===== src/rtl/jogo_pkg.sv =====
// Shared encodings for the ultimate tic-tac-toe control path.
// Holds FSM state codes, player values and the registered strobe bundle.
package jogo_pkg;

  localparam int LARGURA_TABULEIRO = 9;

  localparam logic JOGADOR_X = 1'b0;
  localparam logic JOGADOR_O = 1'b1;

  typedef enum logic [3:0] {
    INICIAL      = 4'h0,
    PREPARA      = 4'h1,
    ESPERA_MACRO = 4'h2,
    REG_MACRO    = 4'h3,
    VALIDA_MACRO = 4'h4,
    ESPERA_MICRO = 4'h5,
    REG_MICRO    = 4'h6,
    VALIDA_MICRO = 4'h7,
    ESCREVE      = 4'h8,
    VERIFICA     = 4'h9,
    TROCA        = 4'hA,
    DESTINO      = 4'hB,
    FIM          = 4'hE,
    FIM_TIMEOUT  = 4'hF
  } estado_t;

  typedef struct packed {
    logic zera_regs;
    logic registra_macro;
    logic carrega_macro_destino;
    logic registra_micro;
    logic escreve_jogada;
    logic jogar_macro;
    logic jogar_micro;
    logic pronto;
    logic timeout;
  } saidas_t;

  // Moore decode: every strobe is a pure function of the state it is asserted in.
  function automatic saidas_t decodifica(estado_t e);
    saidas_t s;
    s                       = '0;
    s.zera_regs             = (e == PREPARA);
    s.registra_macro        = (e == REG_MACRO);
    s.carrega_macro_destino = (e == DESTINO);
    s.registra_micro        = (e == REG_MICRO);
    s.escreve_jogada        = (e == ESCREVE);
    s.jogar_macro           = (e == ESPERA_MACRO);
    s.jogar_micro           = (e == ESPERA_MICRO);
    s.pronto                = (e == FIM) || (e == FIM_TIMEOUT);
    s.timeout               = (e == FIM_TIMEOUT);
    return s;
  endfunction

endpackage


===== src/rtl/detector_jogada.sv =====
// Play detector: one-cycle pulse when the buttons go from all-released to any pressed.
// Holding a button never retriggers; the previous-cycle sample is the only state.
module detector_jogada
  import jogo_pkg::*;
(
  input  logic                         clock,
  input  logic                         reset,
  input  logic [LARGURA_TABULEIRO-1:0] botoes,
  output logic                         tem_jogada
);

  logic [LARGURA_TABULEIRO-1:0] botoes_d;

  always_ff @(posedge clock) begin
    if (reset) botoes_d <= '0;
    else       botoes_d <= botoes;
  end

  assign tem_jogada = (|botoes) & ~(|botoes_d);

endmodule


===== src/rtl/controlador_jogada.sv =====
// Turn sequencer for ultimate tic-tac-toe: drives datapath strobes, swaps players,
// and ends the game on a win/draw or when a turn exceeds TIMEOUT_CICLOS cycles.
module controlador_jogada
  import jogo_pkg::*;
#(
  parameter int TIMEOUT_CICLOS = 5000
) (
  input  logic                         clock,
  input  logic                         reset,
  input  logic                         iniciar,
  input  logic [LARGURA_TABULEIRO-1:0] botoes,
  input  logic                         macro_finalizado,
  input  logic                         celula_ocupada,
  input  logic                         fim_jogo,
  input  logic                         macro_destino_livre,
  output logic                         zera_regs,
  output logic                         registra_macro,
  output logic                         carrega_macro_destino,
  output logic                         registra_micro,
  output logic                         escreve_jogada,
  output logic                         jogador,
  output logic                         jogar_macro,
  output logic                         jogar_micro,
  output logic                         pronto,
  output logic                         timeout,
  output logic                         db_tem_jogada,
  output logic [3:0]                   db_estado
);

  localparam int LARGURA_CONT = (TIMEOUT_CICLOS > 1) ? $clog2(TIMEOUT_CICLOS) : 1;
  localparam logic [LARGURA_CONT-1:0] CONT_MAX = LARGURA_CONT'(TIMEOUT_CICLOS - 1);

  estado_t                 estado, prox_estado;
  saidas_t                 saidas;
  logic [LARGURA_CONT-1:0] contador;
  logic                    tem_jogada, esperando, expirou;

  detector_jogada u_detector (
    .clock      (clock),
    .reset      (reset),
    .botoes     (botoes),
    .tem_jogada (tem_jogada)
  );

  assign esperando = (estado == ESPERA_MACRO) || (estado == ESPERA_MICRO);
  assign expirou   = esperando && (contador == CONT_MAX);

  // A play arriving on the expiry cycle takes priority over the timeout.
  always_comb begin
    prox_estado = estado;
    case (estado)
      INICIAL:      if (iniciar) prox_estado = PREPARA;
      PREPARA:      prox_estado = ESPERA_MACRO;
      ESPERA_MACRO: if (tem_jogada) prox_estado = REG_MACRO;
                    else if (expirou) prox_estado = FIM_TIMEOUT;
      REG_MACRO:    prox_estado = VALIDA_MACRO;
      VALIDA_MACRO: prox_estado = macro_finalizado ? ESPERA_MACRO : ESPERA_MICRO;
      ESPERA_MICRO: if (tem_jogada) prox_estado = REG_MICRO;
                    else if (expirou) prox_estado = FIM_TIMEOUT;
      REG_MICRO:    prox_estado = VALIDA_MICRO;
      VALIDA_MICRO: prox_estado = celula_ocupada ? ESPERA_MICRO : ESCREVE;
      ESCREVE:      prox_estado = VERIFICA;
      VERIFICA:     prox_estado = fim_jogo ? FIM : TROCA;
      TROCA:        prox_estado = macro_destino_livre ? DESTINO : ESPERA_MACRO;
      DESTINO:      prox_estado = ESPERA_MICRO;
      FIM, FIM_TIMEOUT: if (iniciar) prox_estado = PREPARA;
      default:      prox_estado = INICIAL;
    endcase
  end

  // Outputs are registered from the next state so they line up with the state register.
  always_ff @(posedge clock) begin
    if (reset) begin
      estado    <= INICIAL;
      saidas    <= '0;
      db_estado <= 4'h0;
      jogador   <= JOGADOR_X;
      contador  <= '0;
    end else begin
      estado    <= prox_estado;
      saidas    <= decodifica(prox_estado);
      db_estado <= prox_estado;
      if (estado == PREPARA)    jogador <= JOGADOR_X;
      else if (estado == TROCA) jogador <= ~jogador;
      // Budget is per turn: invalid retries keep consuming it until the player swap.
      if ((estado == PREPARA) || (estado == TROCA)) contador <= '0;
      else if (esperando && (contador != CONT_MAX)) contador <= contador + 1'b1;
    end
  end

  assign zera_regs             = saidas.zera_regs;
  assign registra_macro        = saidas.registra_macro;
  assign carrega_macro_destino = saidas.carrega_macro_destino;
  assign registra_micro        = saidas.registra_micro;
  assign escreve_jogada        = saidas.escreve_jogada;
  assign jogar_macro           = saidas.jogar_macro;
  assign jogar_micro           = saidas.jogar_micro;
  assign pronto                = saidas.pronto;
  assign timeout               = saidas.timeout;
  assign db_tem_jogada         = tem_jogada;

endmodule


===== config.mk =====
export PLATFORM = sky130hd
export DESIGN_NAME = controlador_jogada
export DESIGN_NICKNAME = d
export VERILOG_FILES = /design/src/rtl/jogo_pkg.sv /design/src/rtl/detector_jogada.sv /design/src/rtl/controlador_jogada.sv
export SDC_FILE = /design/constraint.sdc
export NUM_CORES = 1
export LEC_CHECK = 0
export BUFFER_PORTS_ARGS = -buffer_cell sky130_fd_sc_hd__buf_2
export CORE_MARGIN = 1.5
export CORE_UTILIZATION = 55
export CTS_BUF_LIST = sky130_fd_sc_hd__clkbuf_16
export DETAILED_ROUTE_END_ITERATION = 12
export PLACE_DENSITY = 0.79
export RECOVER_POWER = 100
export SYNTH_ARGS = -nofsm -noshare
export SYNTH_HDL_FRONTEND = slang
export SYNTH_HIERARCHICAL = 1
export SYNTH_SLANG_ARGS = --single-unit

===== constraint.sdc =====
create_clock -name clock -period 2.3 [get_ports clock]
set_input_delay 0.23 -clock clock [delete_from_list [all_inputs] [get_ports clock]]
set_output_delay 0.23 -clock clock [all_outputs]
set_load 0.01 [all_outputs]

==> results.md <==
- The final routed DRC violation total is 0.
- The startpoint of the worst-slack reg-to-reg timing path is estado[3]$_SDFF_PP0_.
- Relative to the synthesized area, the layout overhead comes to 21.5%.
- The residual overflow from global routing is 0.
- Along the worst path, the maximum fanout reaches 13.
- Of the total power, the share spent switching nets is 0.218.
- Static timing analysis puts the maximum clock frequency at 473 MHz.
- The net switching power figure is 0.335 mW.
- The routed length on met2 is 1.98 mm.
- The clock period could shrink to 2.11 ns.
- Headroom to the max-slew limit came out at 0.535.
- The highest layer touched by signal routing is met4.
- In the synthesized netlist the async set-or-reset flop fraction comes to 0.
- The internal power of the cells is 1.20 mW.
- In this run the remaining antenna-violating nets after routing total 0.
- The cell area after synthesis is 0.00179 mm².
- Along the worst hold path, the cell count comes to 2.
- The clock group share of total power is 0.497.
- Setup slack on the worst reg-to-reg path comes out at 0.19 ns.
- The H-tree was split into 2 levels.
- The cts-stage hold buffer count is 0.
- In this run, the number of DRC markers left after iteration 0 of detailed routing was 55.
- The worst slack at placement is 0.0371 ns.
- Adding up every negative setup slack in the final design gives 0 ns.
- The multi-input combinational cells in the finished layout cover a total of 0.00102 mm².
- The run finished with clean final reports.
- In the detailed route, the total length drawn on met3 is 241 µm.
- The post-synthesis cell type count is 55.
- Clock latency on the worst-skew pair, taken at its later pin, is 0.28 ns.
- The startpoint of the worst hold path is botoes[8].
- The total clock buffers created by CTS is 5.
- The share of cells above drive strength 1 is 0.240.
- Fill cells in the final layout number 265.
- In this run the core area contains 20 standard-cell rows.
- For this configuration, the core starts out at a cell density of 0.581.
- Once detailed placement completed, the half-perimeter wirelength came to 2.74 mm.
- In this run the critical register-to-register path is captured at jogar_macro$_SDFF_PP0_.
- The clock tree buffer depth is 2.
- The critical path goes through clkbuf_1 -> a21oi_2 -> a221o_1 -> nand2_2 -> and4bb_1.
- The number of endpoints with negative hold slack in the final report is 0.
- The max-capacitance violation count is 0.
- Synthesis produced a netlist whose cell count is 191.
- The actual transition at the worst max-transition pin is 0.698 ns.
- The launching element type of the critical path is a flip-flop.
- The number of nets handed over by synthesis was 208.
- Across the VDD grid, the largest voltage drop is 463 µV.
- The post-layout worst setup margin is 0.188 ns.
- The post-route fraction of the period consumed by the critical path is 0.918.
- Across the whole layout, storage elements account for 721 µm².
- In this design, the stage delay of the slowest critical-path cell is 0.56 ns.
- The share of total power dissipated in sequential elements is 0.420.
- The max-slew violation count is 0.
- For this run, the register share of the synthesized area comes to 0.403.
- TritonCTS built the clock tree.
- The end point of the worst hold path is u_detector/botoes_d[8]$_SDFF_PP0_.
- Pin placement for this block handled 31 I/O pins.
- The die extent in x is 60.0 µm.
- Of the total power, combinational logic draws 0.083.
- Counting every sink on the clock net gives 36.
- The final setup violation count is 0.
- The cell area after layout is 0.00217 mm².
- The min-delay analysis places its worst path in the category in -> reg.
- The floorplan step defined a die boundary enclosing 0.00360 mm².
- The total number of vias is 1527.
- The repair_antennas step left the layout with diodes totalling 0.
- The leakage component of the power is 0.797 nW.
- The depth of the worst register-to-register path is 5.
- The global router's overall resource usage is 0.245.
- The wire length reported by the detailed router is 3.98 mm.
- The via count of the first global-routing pass is 1439.
- The worst endpoint data arrival time is 2.29 ns.
- The clock tree root buffer cell is sky130_fd_sc_hd__clkbuf_16.
- The register bit total from synthesis is 36.
- The highest-delay cell along the critical path is sky130_fd_sc_hd__dfxtp_1.
- Summing all placed instances gives a cell area of 0.00200 mm².
- Of all cell types, the one taking the most synthesized area is sky130_fd_sc_hd__dfxtp_1.
- The worst setup path is of the reg -> reg kind.
- Ranked by total cell area, the synthesized netlist is headed by sky130_fd_sc_hd__dfxtp_1 (40%), sky130_fd_sc_hd__nor2_1 (5.2%), sky130_fd_sc_hd__nor2b_1 (4.2%).
- Input and output buffers added on the ports amount to 30.
- The average wire per standard cell is 14.6 µm.
- Yosys printed 6 warnings.
- The total routed wire length on the met1 layer is 1.71 mm.
- The die is 60.0 µm tall.
- The region available for standard cell placement spans 0.00308 mm².
- The final weighted congestion in routability-driven placement is 0.809.
- The initial antenna violation count is 0.
- Between clock sinks in the finished design, the worst skew comes to 0.00586 ns.
- In the final design database the tool counted 245 nets.
- The post-route worst hold slack is 0.182 ns.
- In the synthesized netlist the dominant register cell turns out to be sky130_fd_sc_hd__dfxtp_1.
- Entering global routing, the biggest net connects 21 pins.
- The length of the first detailed-routing pass in iterations is 4.
- The worst setup path is captured at a flip-flop.
- The number of enable flip-flop cells after synthesis is 0.
- The detail-routed via count per cell is 5.59.
- Leaving out fill and tap cells, the most frequent cells in the layout are sky130_fd_sc_hd__dfxtp_1 (36), sky130_fd_sc_hd__nor2_1 (25), sky130_fd_sc_hd__buf_2 (19), sky130_fd_sc_hd__clkbuf_1 (13).
- The total power density per cell area is 707 mW/mm².
- The clock-pin slew on the worst setup and hold paths is 0.05 ns.
- The per-instance average area after synthesis is 9.36 µm².
- STA puts the critical path data required time at 2.48 ns.
- The first-pass GRT wire length is 6.41 mm.
- Of the post-synthesis cell area, the dominant cell type holds 0.403.
- The most common library cell in the layout ignoring fill and taps is sky130_fd_sc_hd__dfxtp_1.
-- synthesized netlist by cell type, types with 4 or more instances --
library cell and count:
sky130_fd_sc_hd__a21oi_1 4, sky130_fd_sc_hd__inv_1 4, sky130_fd_sc_hd__nor4_1 4, sky130_fd_sc_hd__nand3_1 7, sky130_fd_sc_hd__dfxtp_1 36, sky130_fd_sc_hd__xnor2_1 8
sky130_fd_sc_hd__o21ai_0 4, sky130_fd_sc_hd__and4_1 4, sky130_fd_sc_hd__nand2_1 12, sky130_fd_sc_hd__nor2_1 25, sky130_fd_sc_hd__nor2b_1 12, sky130_fd_sc_hd__nor3_1 5
sky130_fd_sc_hd__xor2_1 4
-- how the worst max path moves through the flow --
stage | startpoint | slack [ns] | end | depth (start not counted)
after global routing | u_detector/botoes_d[1]$_SDFF_PP0_ | -0.02 | carrega_macro_destino$_SDFF_PP0_ | 8
after floorplan | u_detector/botoes_d[1]$_SDFF_PP0_ | 0.12 | jogar_macro$_SDFF_PP0_ | 8
final | estado[3]$_SDFF_PP0_ | 0.19 | jogar_macro$_SDFF_PP0_ | 5
after CTS | u_detector/botoes_d[1]$_SDFF_PP0_ | 0.01 | escreve_jogada$_SDFF_PP0_ | 7
after global placement | u_detector/botoes_d[1]$_SDFF_PP0_ | 0.15 | jogar_macro$_SDFF_PP0_ | 8
after detailed placement | u_detector/botoes_d[1]$_SDFF_PP0_ | 0.04 | escreve_jogada$_SDFF_PP0_ | 7
-- layout make-up --
cell class | instances | share of cell area
sequential | 36 | 0.332
clock inverter | 3 | 0.0196
inverter | 4 | 0.00691
tap | 44 | 0.0253
multi-input combinational | 143 | 0.472
timing repair buffer | 38 | 0.0870
clock buffer | 5 | 0.0576
-- power by group through the flow --
stage          clock, mW  sequential (mW)  combinational, mW
2_1_floorplan          0            0.662             0.0778
3_3_place_gp           0            0.658              0.117
3_5_place_dp           0            0.658              0.121
4_1_cts            0.772            0.645              0.122
5_1_grt            0.801            0.646              0.139
6_report           0.763            0.645              0.127
-- stage by stage --
stage,util,power [mW],instances
after floorplan,-,0.740,191
after global placement,0.649,0.774,264
after CTS,0.703,1.54,272
after detailed placement,0.649,0.779,264
after global routing,0.706,1.59,273
final,0.706,1.54,273
-- repair_timing --
| action | CTS | global route |
|---|---|---|
| setup endpoints to repair | 0 | 11 |
| resized for setup | 0 | 3 |
| buffers inserted | 0 | 1 |
-- flip-flops by register name (all words and copies together), names as in the netlist --
signal                 count
contador                  13
u_detector/botoes_d        9
estado                     4
carrega_macro_destino      1
escreve_jogada             1
jogador                    1
jogar_macro                1
jogar_micro                1
pronto                     1
registra_macro             1
registra_micro             1
timeout                    1
zera_regs                  1
-- kinds of logic after synthesis --
group | synth area share
and+or+nand+nor | 0.351
DFF | 0.403
AOI/OAI and AO/OA | 0.132
xor gates and xnor gates | 0.0588
buffers and inverters | 0.0357
muxes | 0.0119
adders and majority gates | 0.00700
-- worst max-delay path, delay by kind of cell (launching register included) --
family | cells | cell delay, ns
AOI/OAI and AO/OA | 2 | 0.57
buffers and inverters | 1 | 0.47
DFF | 1 | 0.56
and+or+nand+nor | 2 | 0.40
-- routing by layer --
metal / vias to the layer above / track usage
li1: 757 / -
met1: 723 / 0.279
met2: 40 / 0.415
met3: 7 / 0.0866
met4: 0 / 0.0952
met5: - / 0
Power figures use the tool's default switching activity.
